[src/rtl/sat_pkg.sv]
// Shared solver types: trace-table entry layout, entry kinds and backtrack FSM states.
package sat_pkg;

  localparam int DEF_NUM_VARIABLE     = 128;
  localparam int DEF_VARIABLE_INDEXES = 8;

  typedef logic [DEF_VARIABLE_INDEXES:0] var_id_t;

  localparam logic TYPE_DECIDE = 1'b0;
  localparam logic TYPE_FORCED = 1'b1;

  typedef struct packed {
    logic    typ;
    logic    val;
    var_id_t vid;
  } trace_entry_t;

  typedef enum logic [1:0] {
    IDLE    = 2'd0,
    BT_POP  = 2'd1,
    BT_PUSH = 2'd2,
    UNSAT   = 2'd3
  } bt_state_t;

endpackage

[src/rtl/backtrack_ctrl.sv]
// Trace-table sequencer: arbitrates decide/implication pushes and runs chronological
// backtracking (pop to the latest Decide, re-push it flipped as Forced) on a conflict.
module backtrack_ctrl #(
  parameter int NUM_VARIABLE     = 128,
  parameter int VARIABLE_INDEXES = 8
) (
  input  logic                      clk,
  input  logic                      reset,
  input  logic                      decide_req,
  input  logic [VARIABLE_INDEXES:0] decide_var,
  input  logic                      decide_val,
  output logic                      decide_ready,
  input  logic                      imply_req,
  input  logic [VARIABLE_INDEXES:0] imply_var,
  input  logic                      imply_val,
  output logic                      imply_ready,
  input  logic                      conflict,
  output logic                      conflict_ready,
  output logic                      unassign_valid,
  output logic [VARIABLE_INDEXES:0] unassign_var,
  output logic                      flip_valid,
  output logic [VARIABLE_INDEXES:0] flip_var,
  output logic                      flip_val,
  output logic                      bt_done,
  output logic                      unsat,
  output logic [VARIABLE_INDEXES:0] decision_level,
  output logic [31:0]               bt_count,
  output logic                      tt_en,
  output logic                      tt_rw,
  output logic                      tt_type,
  output logic                      tt_val,
  output logic [VARIABLE_INDEXES:0] tt_variable,
  input  logic                      tt_type_out,
  input  logic                      tt_val_out,
  input  logic                      tt_empty,
  input  logic [VARIABLE_INDEXES:0] tt_variable_out
);
  import sat_pkg::*;

  localparam int                LW        = VARIABLE_INDEXES + 1;
  localparam logic [LW-1:0]     LEVEL_MAX = LW'(NUM_VARIABLE);

  bt_state_t      state;
  logic           unsat_q;
  logic           bt_done_q;
  logic [LW-1:0]  level_q;
  logic [31:0]    bt_count_q;
  logic [LW-1:0]  flip_var_q;
  logic           flip_val_q;
  logic           decide_take;
  logic           pop_decide;

  function automatic logic [31:0] sat_inc32(input logic [31:0] v);
    return (v == 32'hFFFF_FFFF) ? v : v + 32'd1;
  endfunction

  function automatic logic [LW-1:0] level_step(input logic [LW-1:0] lvl, input logic up);
    if (up) return (lvl == LEVEL_MAX) ? lvl : lvl + LW'(1);
    return (lvl == '0) ? lvl : lvl - LW'(1);
  endfunction

  assign decide_take = (state == IDLE) && !conflict && !imply_req && decide_req;
  assign pop_decide  = (state == BT_POP) && !tt_empty && (tt_type_out == TYPE_DECIDE);

  // Handshake and trace-table drive: Mealy outputs so a push is accepted in its request cycle
  always_comb begin
    decide_ready   = 1'b0;
    imply_ready    = 1'b0;
    conflict_ready = 1'b0;
    unassign_valid = 1'b0;
    unassign_var   = '0;
    flip_valid     = 1'b0;
    flip_var       = '0;
    flip_val       = 1'b0;
    tt_en          = 1'b0;
    tt_rw          = 1'b0;
    tt_type        = 1'b0;
    tt_val         = 1'b0;
    tt_variable    = '0;
    case (state)
      IDLE: begin
        if (conflict) begin
          conflict_ready = 1'b1;
        end else if (imply_req) begin
          imply_ready = 1'b1;
          tt_en       = 1'b1;
          tt_rw       = 1'b1;
          tt_type     = TYPE_FORCED;
          tt_val      = imply_val;
          tt_variable = imply_var;
        end else if (decide_req) begin
          decide_ready = 1'b1;
          tt_en        = 1'b1;
          tt_rw        = 1'b1;
          tt_type      = TYPE_DECIDE;
          tt_val       = decide_val;
          tt_variable  = decide_var;
        end
      end
      BT_POP: begin
        if (!tt_empty) begin
          tt_en          = 1'b1;
          unassign_valid = 1'b1;
          unassign_var   = tt_variable_out;
        end
      end
      BT_PUSH: begin
        tt_en       = 1'b1;
        tt_rw       = 1'b1;
        tt_type     = TYPE_FORCED;
        tt_val      = flip_val_q;
        tt_variable = flip_var_q;
        flip_valid  = 1'b1;
        flip_var    = flip_var_q;
        flip_val    = flip_val_q;
      end
      default: ;
    endcase
  end

  always_ff @(posedge clk or negedge reset) begin
    if (!reset) begin
      state      <= IDLE;
      unsat_q    <= 1'b0;
      bt_done_q  <= 1'b0;
      level_q    <= '0;
      bt_count_q <= '0;
    end else begin
      bt_done_q <= 1'b0;
      case (state)
        IDLE: begin
          if (conflict) state <= BT_POP;
          else if (decide_take) level_q <= level_step(level_q, 1'b1);
        end
        BT_POP: begin
          if (tt_empty) begin
            state   <= UNSAT;
            unsat_q <= 1'b1;
          end else if (pop_decide) begin
            level_q <= level_step(level_q, 1'b0);
            state   <= BT_PUSH;
          end
        end
        BT_PUSH: begin
          state      <= IDLE;
          bt_done_q  <= 1'b1;
          bt_count_q <= sat_inc32(bt_count_q);
        end
        default: state <= UNSAT;
      endcase
    end
  end

  // The flipped decision is plain data: it is only observable while in BT_PUSH
  always_ff @(posedge clk) begin
    if (pop_decide) begin
      flip_var_q <= tt_variable_out;
      flip_val_q <= ~tt_val_out;
    end
  end

  assign bt_done        = bt_done_q;
  assign unsat          = unsat_q;
  assign decision_level = level_q;
  assign bt_count       = bt_count_q;

endmodule

[config.mk]
export PLATFORM = sky130hd
export DESIGN_NAME = backtrack_ctrl
export DESIGN_NICKNAME = d
export VERILOG_FILES = /design/src/rtl/sat_pkg.sv /design/src/rtl/backtrack_ctrl.sv
export SDC_FILE = /design/constraint.sdc
export NUM_CORES = 1
export LEC_CHECK = 0
export ABC_AREA = 1
export CAP_MARGIN = 10
export CORE_ASPECT_RATIO = 1.1
export CORE_UTILIZATION = 47
export CTS_CLUSTER_DIAMETER = 200
export DETAILED_ROUTE_END_ITERATION = 8
export GPL_ROUTABILITY_DRIVEN = 0
export PLACE_DENSITY = 0.82
export SYNTH_ARGS = -nofsm -noshare
export SYNTH_HDL_FRONTEND = slang
export SYNTH_SLANG_ARGS = --single-unit
[constraint.sdc]
create_clock -name clk -period 2.3 [get_ports clk]
set_clock_uncertainty 0.15 [all_clocks]
set_input_delay 0.23 -clock clk [delete_from_list [all_inputs] [get_ports clk]]
set_output_delay 0.23 -clock clk [all_outputs]
set_load 0.01 [all_outputs]
==> impl_metrics.ini <==
[cts]
htree_levels = 2
cts_num_sinks = 55
cts_buffer_depth = 2
cts.clk_slew.worst_paths_ps = 110
cts_tree = built
clock_latency_ps = 320
cts_made_buffers = 5
ctsRootBufferMaster = clkbuf_8

[final_layout]
final_area_um2 = 5040
layout_commonest_cell = nand2_1
finalNetCount = 666
num_antenna_cells = 0
syn2layout_area_growth_pct = 41.9
final_layout_size_suffix_gt1_frac = 0.0812
layout_common_cells = nand2_1, clkdlybuf4s50_1, inv_1, nor2_1, dfrtp_1

[placed_design]
dpl.hpwl_mm = 7.88
io_buffers = 116
placed_cell_area_um2 = 4810
dp_slack_ps = -77.4

[global_routing]
grt.overflow.total = 0
grt_max_degree = 26
antenna_found_initial = 0
track_usage = 0.257
grt_pass1_wl_mm = 16.2
grt_pass1_vias = 3556

[yosys]
yosysSeqAreaShare = 0.402
synth_fa_ha_area_frac = 0.00705
synth_seq_cells = 55
syn_inst = 500
synthMuxAreaShare = 0
synth-compound-area-share = 0.0688
synth_top_area_frac = 0.317
synth_top_area_cell = dfrtp_1
syn_area_per_cell_um2 = 7.10
synthesis.nets = 539
yosysWarnings = 0
synth_top_family_by_area = simple AND/OR/NAND/NOR gates
yosysUniqueCellTypes = 33
syn_area_um2 = 3550
synth_area_leaders = dfrtp_1, nand2_1, edfxtp_1
synth-xor-area-share = 0.0614
synth-simple-area-share = 0.366

[routing]
wl_per_cell_um = 14.3
drt-vias-per-instance = 5.32
dr.pass1.iters = 8
ant_nets = 0
drc_errors = 16
vias = 3790
wl_mm = 10.2
drtIter0Drc = 207

[sta]
max_freq_mhz = 426
tightest_slew_ps = 600
min_period_over_period = 1.02
hold_viol_final = 0
setup_violations = 1
slew_headroom = 0.597
period_needed_ps = 2350
drv_slew = 0
setup_ws_ps = -46.7
rsz0062_at_grt = true

[setup_path]
cp-start-kind = register
crit_path_max_fanout = 6
crit_path_end_kind = primary output
worst_ep_required_time_ps = 1920
setup.worst_path.class = reg2out
critPathArrivalTime_ps = 1970

[floorplanning]
die_h_um = 93.1
die_area_um2 = 7900
ios = 117
dieWidth_um = 84.8
initial_core_util = 0.495
coreArea_um2 = 7170
rows = 32

[outcome]
status = finished, violations left
violations = design-rule violations, negative setup slack

[power]
ir_drop_mv = 0.433
power_leakage_nw = 2.53
p_per_area_nw_per_um2 = 836
power_mw = 4.21

[job]
maxCapViolCount = 0

[min_path]
hold_path.class = in2async
## sequential cells by signal, summed over array words and instances, names as in the netlist
signal / flops
decision_level: 9
unsat: 1
bt_count: 32
flip_val_q: 1
bt_done: 1
flip_var_q: 9
state: 2
## synth_stat cells
cell type and count:
xor2_1 18, nor2_4 2, o21ai_1 4, edfxtp_1 10, nand4_1 9, a22oi_1 1
nor2_1 62, o21ai_0 18, buf_4 2, buf_6 2, nand3b_1 1, nor2_2 6
clkinv_1 1, ha_1 2, nor3_4 1, a221o_1 9, nand3_1 29, o31ai_1 1
xnor2_1 5, a21oi_1 1, nor3_2 3, buf_12 1, a41oi_1 1, nand2_1 171
buf_2 6, a21boi_0 2, xor2_2 1, nor3_1 17, inv_1 62, nand2_2 3
and2_1 1, inv_2 3, dfrtp_1 45
## through the flow
stage / std cells / util / hold WS, ps / TNS, ps
2_1_floorplan: 500 / - / -216 / 0
3_3_place_gp: 701 / 0.671 / 59.2 / -111
3_5_place_dp: 701 / 0.671 / 72.0 / -649
4_1_cts: 710 / 0.689 / 262 / -985
5_1_grt: 713 / 0.703 / 302 / -118
6_report: 713 / 0.703 / 271 / -46.7
## report_power, final
group,total [mW],internal [mW],switching (mW)
registers,1.33,1.15,0.174
clock network,0.587,0.232,0.355
logic,2.30,1.01,1.28
total,4.21,2.40,1.81
## worst max-delay path: stages, from the launching register on
cell	delay [ps]
dfrtp_1	380
inv_1	70
nand2_2	100
nor2_4	60
nand2_2	80
inv_4	60
clkbuf_4	170
buf_4	140
a221o_1	290
dlygate4sd2_1	290
## per-layer routing
metal / part of all wire / GRT usage / up-vias / wire [um]
li1: - / - / 1835 / -
met1: 0.39 / 0.287 / 1730 / 3960
met2: 0.50 / 0.480 / 189 / 5150
met3: 0.070 / 0.0380 / 36 / 711
met4: 0.038 / 0.117 / 0 / 390
met5: 0 / 0 / - / 0
## kinds of logic (layout without fill, tap and decap cells)
| logic type | count (synthesis) | after routing |
|---|---|---|
| buffers and inverters | 77 | 205 |
| XOR/XNOR | 24 | 24 |
| AO/OA/AOI/OAI | 37 | 37 |
| flip-flops | 55 | 55 |
| AND/OR/NAND/NOR | 305 | 305 |
| adder cells (fa/ha/maj) | 2 | 2 |
## area by class of cell
type | count | area (um^2)
tap | 85 | 106
multi-input combinational | 368 | 1830
fill | 612 | 2130
clock inverter | 3 | 31.3
clock buffer | 5 | 68.8
sequential | 55 | 1430
timing repair buffer | 131 | 1320
inverter | 66 | 255
## repair_timing
item | 4_1_cts | 5_1_grt
buffers inserted | 0 | 3
pin swaps | 0 | 1
hold endpoints to repair | 20 | 0
gates resized for setup | 11 | 27
hold buffers | 1 | 0
endpoints found under the setup margin | 19 | 20
## final timing paths
check                                        startpoint                       endpoint  slack (ps)  depth (start not counted)
worst max register to register  bt_count[0]$_DFFE_PN0P_       bt_count[13]$_DFFE_PN0P_         260                         10
min in group clk                             tt_val_out           flip_val_q$_DFFE_PP_         310                          2
worst max-delay path               state[1]$_DFFE_PN0P_                 tt_variable[8]         -50                          9
max in group asynchronous                         reset  decision_level[8]$_DFFE_PN0P_        1020                          3
worst min register to register        unsat$_DFFE_PN0P_              unsat$_DFFE_PN0P_         330                          2
worst min-delay path                              reset  decision_level[3]$_DFFE_PN0P_         270                          2
(Power assumes the default switching activity.)
